**src/rtl/seg_link_pkg.sv**
```systemverilog
// Shared constants for the serial 7-segment link receiver: active-low segment
// codes (dp in bit 7, g..a in bits 6..0) and word/frame geometry.
package seg_link_pkg;

    localparam int unsigned WORD_BITS = 16;
    localparam int unsigned DIGITS    = 8;
    localparam int unsigned CNT_W     = 5;

    localparam logic [7:0] SEG_0     = 8'hC0;
    localparam logic [7:0] SEG_1     = 8'hF9;
    localparam logic [7:0] SEG_2     = 8'hA4;
    localparam logic [7:0] SEG_3     = 8'hB0;
    localparam logic [7:0] SEG_4     = 8'h99;
    localparam logic [7:0] SEG_5     = 8'h92;
    localparam logic [7:0] SEG_6     = 8'h82;
    localparam logic [7:0] SEG_7     = 8'hF8;
    localparam logic [7:0] SEG_8     = 8'h80;
    localparam logic [7:0] SEG_9     = 8'h90;
    localparam logic [7:0] SEG_A     = 8'h88;
    localparam logic [7:0] SEG_B     = 8'h83;
    localparam logic [7:0] SEG_C     = 8'hC6;
    localparam logic [7:0] SEG_D     = 8'hA1;
    localparam logic [7:0] SEG_E     = 8'h86;
    localparam logic [7:0] SEG_F     = 8'h8E;
    localparam logic [7:0] SEG_BLANK = 8'hFF;

endpackage

```
**src/rtl/seg_pattern_decode.sv**
```systemverilog
// Maps a 7-segment pattern (active-low, dp ignored) back to its hex nibble,
// flagging the all-off blank pattern and anything that is not a hex glyph.
module seg_pattern_decode
    import seg_link_pkg::*;
(
    input  logic [6:0] seg,
    output logic [3:0] nibble,
    output logic       blank,
    output logic       invalid
);

    always_comb begin
        nibble  = 4'h0;
        blank   = 1'b0;
        invalid = 1'b0;
        unique case ({1'b1, seg})
            SEG_0:     nibble = 4'h0;
            SEG_1:     nibble = 4'h1;
            SEG_2:     nibble = 4'h2;
            SEG_3:     nibble = 4'h3;
            SEG_4:     nibble = 4'h4;
            SEG_5:     nibble = 4'h5;
            SEG_6:     nibble = 4'h6;
            SEG_7:     nibble = 4'h7;
            SEG_8:     nibble = 4'h8;
            SEG_9:     nibble = 4'h9;
            SEG_A:     nibble = 4'hA;
            SEG_B:     nibble = 4'hB;
            SEG_C:     nibble = 4'hC;
            SEG_D:     nibble = 4'hD;
            SEG_E:     nibble = 4'hE;
            SEG_F:     nibble = 4'hF;
            SEG_BLANK: blank  = 1'b1;
            default:   invalid = 1'b1;
        endcase
    end

endmodule

```
**src/rtl/seg_link_receiver.sv**
```systemverilog
// Receiver for the segment_scan serial link: deserialises 74HC595 words and
// rebuilds 8-digit frames. Define SEG_LINK_RX_STATS_EN for frame/error counters.
module seg_link_receiver
    import seg_link_pkg::*;
#(
    parameter int unsigned SYNC_STAGES  = 2,
    parameter int unsigned LINK_TIMEOUT = 1000000
) (
    input  logic        clk,
    input  logic        rst,
    input  logic        seg_rck,
    input  logic        seg_sck,
    input  logic        seg_din,
    output logic [31:0] digit_dat,
    output logic [7:0]  digit_en,
    output logic [7:0]  dot_en,
    output logic        frame_valid,
    output logic        err_pulse,
    output logic        link_up
`ifdef SEG_LINK_RX_STATS_EN
    ,
    output logic [15:0] frame_cnt,
    output logic [15:0] err_cnt
`endif
);

    localparam int unsigned TO_W = $clog2(LINK_TIMEOUT + 1);
    localparam int unsigned TOP  = SYNC_STAGES - 1;

    logic [SYNC_STAGES-1:0] sck_sync, rck_sync, din_sync;
    logic                   sck_hist, rck_hist;
    logic [WORD_BITS-1:0]   sr;
    logic [CNT_W-1:0]       bit_cnt;
    logic [31:0]            shadow_dat;
    logic [7:0]             shadow_lit, shadow_dot, seen;
    logic [TO_W-1:0]        to_cnt;

    logic                 sck_rise_c, rck_rise_c;
    logic [WORD_BITS-1:0] word_c;
    logic [CNT_W-1:0]     cnt_next_c;
    logic [7:0]           seg_c, sel_n_c;
    logic [2:0]           idx_c;
    logic                 onehot_c, word_ok_c, err_c, commit_c;
    logic [3:0]           nibble_c;
    logic                 blank_c, invalid_c;

    seg_pattern_decode u_decode (
        .seg     (seg_c[6:0]),
        .nibble  (nibble_c),
        .blank   (blank_c),
        .invalid (invalid_c)
    );

    // Word capture: a shift in the same cycle as the latch is folded in first.
    always_comb begin
        sck_rise_c = sck_sync[TOP] & ~sck_hist;
        rck_rise_c = rck_sync[TOP] & ~rck_hist;
        word_c     = sck_rise_c ? {sr[WORD_BITS-2:0], din_sync[TOP]} : sr;
        cnt_next_c = (sck_rise_c && bit_cnt != '1) ? bit_cnt + CNT_W'(1) : bit_cnt;
        seg_c      = word_c[15:8];
        sel_n_c    = ~word_c[7:0];
        onehot_c   = (sel_n_c != 8'h00) && ((sel_n_c & (sel_n_c - 8'h01)) == 8'h00);
        idx_c      = 3'd0;
        for (int unsigned i = 0; i < DIGITS; i++) begin
            if (sel_n_c[i]) idx_c = 3'(i);
        end
        word_ok_c  = rck_rise_c && (cnt_next_c == CNT_W'(WORD_BITS)) && onehot_c && !invalid_c;
        err_c      = rck_rise_c && !word_ok_c;
        commit_c   = word_ok_c && (idx_c == 3'd0) && (seen != 8'h00);
    end

    always_ff @(posedge clk) begin
        if (rst) begin
            sck_sync    <= '0;
            rck_sync    <= '0;
            din_sync    <= '0;
            sck_hist    <= 1'b0;
            rck_hist    <= 1'b0;
            sr          <= '0;
            bit_cnt     <= '0;
            shadow_dat  <= '0;
            shadow_lit  <= '0;
            shadow_dot  <= '0;
            seen        <= '0;
            to_cnt      <= '0;
            digit_dat   <= '0;
            digit_en    <= '0;
            dot_en      <= '0;
            frame_valid <= 1'b0;
            err_pulse   <= 1'b0;
            link_up     <= 1'b0;
        end else begin
            sck_sync    <= {sck_sync[SYNC_STAGES-2:0], seg_sck};
            rck_sync    <= {rck_sync[SYNC_STAGES-2:0], seg_rck};
            din_sync    <= {din_sync[SYNC_STAGES-2:0], seg_din};
            sck_hist    <= sck_sync[TOP];
            rck_hist    <= rck_sync[TOP];
            frame_valid <= 1'b0;
            err_pulse   <= err_c;

            if (sck_rise_c) sr <= word_c;
            bit_cnt <= rck_rise_c ? '0 : cnt_next_c;

            // Link watchdog; a commit in the same cycle always clears it first.
            if (word_ok_c) begin
                to_cnt <= '0;
            end else if (to_cnt != TO_W'(LINK_TIMEOUT)) begin
                to_cnt <= to_cnt + TO_W'(1);
            end else begin
                link_up  <= 1'b0;
                digit_en <= '0;
            end

            if (commit_c) begin
                digit_dat   <= shadow_dat;
                digit_en    <= seen & shadow_lit;
                dot_en      <= seen & shadow_dot;
                frame_valid <= 1'b1;
                link_up     <= 1'b1;
            end

            if (word_ok_c) begin
                seen                            <= (commit_c ? 8'h00 : seen) | (8'h01 << idx_c);
                shadow_dat[{idx_c, 2'b00} +: 4] <= nibble_c;
                shadow_lit[idx_c]               <= ~blank_c;
                shadow_dot[idx_c]               <= ~seg_c[7];
            end
        end
    end

`ifdef SEG_LINK_RX_STATS_EN
    // Saturating link statistics.
    always_ff @(posedge clk) begin
        if (rst) begin
            frame_cnt <= '0;
            err_cnt   <= '0;
        end else begin
            if (commit_c && frame_cnt != 16'hFFFF) frame_cnt <= frame_cnt + 16'd1;
            if (err_c && err_cnt != 16'hFFFF)      err_cnt   <= err_cnt + 16'd1;
        end
    end
`endif

endmodule
```
**config.mk**
```make
export PLATFORM = sky130hd
export DESIGN_NAME = seg_link_receiver
export DESIGN_NICKNAME = d
export VERILOG_FILES = /design/src/rtl/seg_link_pkg.sv /design/src/rtl/seg_pattern_decode.sv /design/src/rtl/seg_link_receiver.sv
export SDC_FILE = /design/constraint.sdc
export NUM_CORES = 1
export LEC_CHECK = 0
export CAP_MARGIN = 20
export CELL_PAD_IN_SITES_DETAIL_PLACEMENT = 1
export CELL_PAD_IN_SITES_GLOBAL_PLACEMENT = 1
export CORE_MARGIN = 4
export CORE_UTILIZATION = 44
export DETAILED_ROUTE_END_ITERATION = 8
export PLACE_DENSITY = 0.81
export SLEW_MARGIN = 20
export SYNTH_ARGS = -nofsm -noshare
export SYNTH_HDL_FRONTEND = slang
export SYNTH_HIERARCHICAL = 1
export SYNTH_SLANG_ARGS = --single-unit
export TNS_END_PERCENT = 100
```
**constraint.sdc**
```tcl
create_clock -name clk -period 4.8 [get_ports clk]
set_input_delay 0.72 -clock clk [delete_from_list [all_inputs] [get_ports clk]]
set_output_delay 0.72 -clock clk [all_outputs]
set_load 0.01 [all_outputs]
```
==> metrics <==
outcome=completed; Synth top cells by count=156 x dfxtp_1, 138 x nand2_1, 92 x a21oi_1, 63 x nor2_1, 51 x nand3_1; leakage power=3.007 nW; Total Routed Length=18840 um; Max Cap Viol=0; gate count of the mapped netlist=828; Hold-fix buffers, CTS=0; hpwl dp=13340 um; final net count=877; diode count=0; Critical Path Slowest Stage Cell=or4_1; largest net degree at the start of global routing=106; Crit path depth=13; FF-to-FF setup slack=0.77 ns; Flop pwr share=47.2%; Most used DFF post-synth=dfxtp_1; Worst R2R End=to_cnt[12]$_SDFFE_PP0N_; vias post-DR=6079; top cell family by delay on the critical path=simple AND/OR/NAND/NOR gates; slowest stage delay, CP=0.73 ns; Synth top area share=44.30%; starting density of the core=44.70%; crit path from=sck_hist$_SDFF_PP0_; Port Buffers=55; maximum clock path buffer count=2; cell type with the largest total area after synthesis=dfxtp_1; WHS=0.4431 ns; vias per inst=5.572; die height=134.6 um; number of distinct library cells after synthesis=73; io pins=56; synth warn=6; worst setup path category=register to register; Core Rows=46; power density cells=333.2 nW/um^2; R2R cell count=13; first-pass detailed-route iteration total=5; overall power=0.002765 W; Seq/Total Area, Yosys=44.30%; DRC=0; clk_lat worst skew=0.43 ns; cell with the most instances after synthesis=dfxtp_1; drt initial violations=478; Critical Path, Cell by Cell=nand2b_1 -> buf_4 -> nand2_1 -> nand2_1 -> nor2b_1 -> a32oi_1 -> o311ai_2 -> a211oi_1 -> nor2_1 -> or4bb_1 -> or4_1 -> nand2b_2 -> nor2_1; Num CTS Buffers=17; grt ovf=0; switch share=21.88%; minimum clock period=4.026 ns; Final Skew=0.008300 ns; CTS tree=done; synthesized flop and latch total=156; WP data arrival=4.33 ns; htree depth=4; clock network fraction of design power=50.9%; Global Route Usage Sum=21.34%; Worst slew margin=29.42%; FFs w/ async S/R, synth=0%; CTS Root Buffer Type=clkbuf_16; post-synthesis net count=843; Worst Setup EP=to_cnt[12]$_SDFFE_PP0N_; first-pass GRT wire length=31400 um; RSZ-0062 raised after global routing=no; final antenna-violating net count=0; final worst path period share=83.87%; Peak VDD IR=252.7 uV; setup TNS=0 ns; Slew @ Worst Pin=1.059 ns; crit start category=register; Comb power frac=1.9%; Power Internal=0.002160 W; die area=18110 um^2; Data required, critical path=5.10 ns; Mapped Area=7049 um^2; Resized Gates After CTS=0; share of post-route cells with drive strength above 1=7.543%; Switch Pwr=0.0006050 W; Die Wd=134.6 um; Final Setup Violations=0; r2r startpoint=sck_hist$_SDFF_PP0_; crit end category=register; initial antenna violation count=0; drt wl/cell=17.27 um; clk sinks=156; Buf+Inv Stages, Crit Path=1; EDFF count, synth=0; Max Fclk=248.4 MHz; GP Congestion=0.8675; Final Hold Fails=0; setup bufs post-CTS=0; hold crit path type=register to register; fin. max-slew vios=0; syn avg cell area=8.514 um^2; synth top area cells=dfxtp_1 44%, nand2_1 7.3%, a21oi_1 6.5%, mux2i_1 4.7%, nand3_1 3.6%; vias in the first global route=6099; clock slew at reported path FFs=0.07 ns; core area=15770 um^2; worst-path maximum fanout=21; area growth from synthesis to layout=17.75%
-- per-stage QoR --
step	std cells	worst slack, ns	util [%]	cell area, um^2
after global routing	1091	0.4789	52.63	8300
after floorplan	828	1.203	-	7049
after global placement	1059	1.055	48.71	7682
after CTS	1091	0.7897	52.63	8300
final	1091	0.7745	52.63	8300
after detailed placement	1059	0.8073	48.71	7682
-- cell usage in the layout (no fill, tap or decap), drive strengths merged, types with 14 or more instances in the layout --
cell type,count
a21oi,93
clkbuf,18
clkdlybuf4s50,54
dfxtp,156
inv,21
mux2i,34
nand2,138
nand2b,29
nand3,51
nand4,20
nor2,64
nor2b,18
o21ai,16
xor2,14
-- flip-flops by register name (all words and copies together) (netlist names) --
name and flops:
digit_dat 32, shadow_dat 32, to_cnt 20, sr 16, digit_en 8, dot_en 8, seen 8, shadow_dot 8
shadow_lit 8, bit_cnt 5, din_sync 2, rck_sync 2, sck_sync 2, err_pulse 1, frame_valid 1, link_up 1
rck_hist 1, sck_hist 1
-- power groups by stage --
stage	combinational (W)	clock (W)	sequential, W
after floorplan	0.0000419	0	0.00133
after global placement	0.0000515	0	0.00133
after detailed placement	0.0000539	0	0.00133
after CTS	0.0000541	0.00143	0.00130
after global routing	0.0000594	0.00149	0.00130
final	0.0000534	0.00141	0.00130
-- worst min-delay path by stage --
stage	start	end	slack, ns	depth (start not counted)
5_1_grt	rck_sync[0]$_SDFF_PP0_	rck_sync[1]$_SDFF_PP0_	0.46	1
2_1_floorplan	din_sync[0]$_SDFF_PP0_	din_sync[1]$_SDFF_PP0_	0.41	1
3_3_place_gp	rck_sync[0]$_SDFF_PP0_	rck_sync[1]$_SDFF_PP0_	0.42	1
6_report	din_sync[0]$_SDFF_PP0_	din_sync[1]$_SDFF_PP0_	0.44	1
3_5_place_dp	sck_sync[0]$_SDFF_PP0_	sck_sync[1]$_SDFF_PP0_	0.43	1
4_1_cts	sck_sync[0]$_SDFF_PP0_	sck_sync[1]$_SDFF_PP0_	0.44	1
-- per-layer routing --
| layer | part of all wire, % | up-vias | global-route usage [%] |
|---|---|---|---|
| li1 | - | 2953 | - |
| met1 | 46 | 2979 | 27.83 |
| met2 | 49 | 121 | 35.45 |
| met3 | 3.3 | 26 | 4.061 |
| met4 | 1.7 | 0 | 7.636 |
| met5 | 0 | - | 0 |
-- cell type report --
class | count | area (um^2)
Fill cell | 1842 | 7470
Multi-Input combinational cell | 606 | 3602
Tap cell | 216 | 270.3
Timing Repair Buffer | 66 | 630.6
Clock buffer | 18 | 439.2
Sequential cell | 156 | 3123
Clock inverter | 14 | 178.9
Inverter | 15 | 56.30
-- cell families (layout without fill, tap and decap cells) --
logic type      Yosys count  after routing  share of synthesized area [%]
simple gates            382            382                          27.87
xor+xnor                 23             23                          2.858
compound gates          156            156                          13.56
flops                   156            156                          44.30
fa+ha+maj                10             10                          1.775
buf+inv                  66            113                          4.597
mux                      35             35                          5.041
Note: power is estimated with default switching activity, not from simulation.
==> patch, RTL diff (same flow settings) <==
`WORD_BITS`: 16 -> 24.
--- a/src/rtl/seg_link_pkg.sv
+++ b/src/rtl/seg_link_pkg.sv
@@ -4,3 +4,3 @@
 
-    localparam int unsigned WORD_BITS = 16;
+    localparam int unsigned WORD_BITS = 24;
     localparam int unsigned DIGITS    = 8;
Function: no difference found for any inputs over 10 cycles, from zero or initial values and one cycle with rst high; that may be too few to reach the edited logic, so the function may still have changed.
==> patch against the unedited design <==
Via count down 5.0%. Synthesized area shrank 3.1%. Routed wire length fell by 2.3%. Setup slack worse by 0.37 ns. Clock power fell by 6%. Sequential share of layout area grew 0.94 points. Synthesized cell count shrank 5.1%. Sequential cell count is the same. Total power is 3.0% lower. Final area is 2.4% lower. First-iteration DRC count decreased by 41%. Clock skew up 0.013 ns. Highest routed layer unchanged.
==> patch: results (changes against the unedited design) <==
stage;metric;value;unit;change
global_route;grt_use_met2;0.370;;was 0.354
min_path;hold_depth;2;;was 1
run_status;outcome;complete, no violations;;unchanged
min_path;hold_end;digit_dat[1];;was din_sync[1]
critical_path;worst_path_max_delay_cell;or4b_4;;was or4_1
routing;met2WireLength;9310;um;was 9200 um
critical_path;startpoint;sck_sync[1];;was sck_hist
global_route;met1_usage;0.260;;was 0.278
yosys;yosys-top-cells-count;156 x dfxtp_1, 140 x nand2_1, 71 x a21oi_1, 67 x nor2_1, 49 x mux2i_1;;was 156 x dfxtp_1, 138 x nand2_1, 92 x a21oi_1, 63 x nor2_1, 51 x nand3_1
routing;wire_per_inst;17.9;um;was 17.3 um
final_layout;nClkBuffers;19;;was 18
final_layout;multi_input_area_share;0.430;;was 0.434
yosys;synth_adder_area_share;0.0183;;was 0.0177
global_route;grt_usage;0.214;;was 0.213
placement;placed_area;7510;um^2;was 7680 um^2
final_layout;fin_nets;841;;was 877
sta;worst_slack;0.408;ns;was 0.774 ns
final_layout;buffers;68;;was 66
final_layout;buffer_area_frac;0.0797;;was 0.0760
global_route;met3_usage;0.0479;;was 0.0406
cts;postCtsSetupBuffers;0;;unchanged
critical_path;r2r_start;sck_sync[1];;was sck_hist
final_layout;fill_cells;1770;;was 1842
global_route;grt_pass1_vias;6078;;was 6099
routing;drt_iter0_markers;280;;was 478
yosys;synth-compound-area-share;0.112;;was 0.136
yosys;seq_area_frac_synth;0.457;;was 0.443
critical_path;critical_path.max_fanout;33;;was 21
yosys;synth_xor_area_frac;0.0295;;was 0.0286
global_route;grt_pass1_wl;30700;um;was 31400 um
placement;post-place-ws;0.280;ns;was 0.807 ns
final_layout;inv_count;11;;was 15
placement;gp_congestion;0.858;;was 0.868
sta;relSlewSlack;0.301;;was 0.294
routing;dr_total_vias;5776;;was 6079
placement;numPortBuffers;55;;unchanged
yosys;ys_types;70;;was 73
final_layout;nMultiInputCombCells;572;;was 606
yosys;synthMuxAreaShare;0.0718;;was 0.0504
sta;whs;0.454;ns;was 0.443 ns
final_layout;clockNetworkAreaShare;0.0709;;was 0.0745
die;rows;45;;was 46
yosys;synth_area_leaders;dfxtp_1 46%, nand2_1 7.7%, mux2i_1 7.2%, a21oi_1 5.2%, nor2_1 3.7%;;was dfxtp_1 44%, nand2_1 7.3%, a21oi_1 6.5%, mux2i_1 4.7%, nand3_1 3.6%
routing;drt-met1-wl;8150;um;was 8690 um
sta;clock_skew;0.0209;ns;was 0.00830 ns
global_route;grt_max_degree;112;;was 106
power;ir_worst_vdd;0.255;mV;was 0.253 mV
power;cellLeakagePower;3.04;nW;was 3.01 nW
critical_path;critPathArrivalTime;4.73;ns;was 4.33 ns
placement;hpwl;12500;um;was 13300 um
critical_path;cpPeakStageDelay;0.55;ns;was 0.73 ns
critical_path;r2r-end;digit_dat[24];;was to_cnt[12]
final_layout;instances_no_fill;1027;;was 1091
cts;path_clk_slew;0.06;ns;
min_path;worstHoldStart;shadow_dat[1];;was din_sync[0]
patch: cell count changes after synthesis, sizes merged, moves of 6 or more:
cell	before	now
a21oi	93	71
a32o	0	8
buf	27	17
clkbuf	24	30
mux2i	34	49
nand2b	29	37
nand3	51	33
nand4	20	12
o21ai	16	7
o31ai	7	0
o32ai	7	1
patch: power breakdown:
group | switching [mW] | internal, mW
combinational | 0.0358 | 0.0188
sequential | 0.00568 | 1.30
clock | 0.554 | 0.768
patch: what timing repair did:
action	4_1_cts	5_1_grt
resized for setup	0	5
endpoints found under the hold margin	0	0
setup endpoints to repair	0	71
patch: worst register-to-register path, stage by stage, from the launching register on:
cell and delay [ns]:
dfxtp_1 0.43, or2b_1 0.36, nand2_1 0.13, nand2_1 0.19, nor2_1 0.35, nand2_1 0.15
o32ai_1 0.26, a211oi_1 0.10, nor3b_1 0.19, o311ai_0 0.17, or4b_4 0.55, nor4_1 0.39
and4_1 0.36, buf_4 0.37, nand2_1 0.13, a21oi_1 0.17
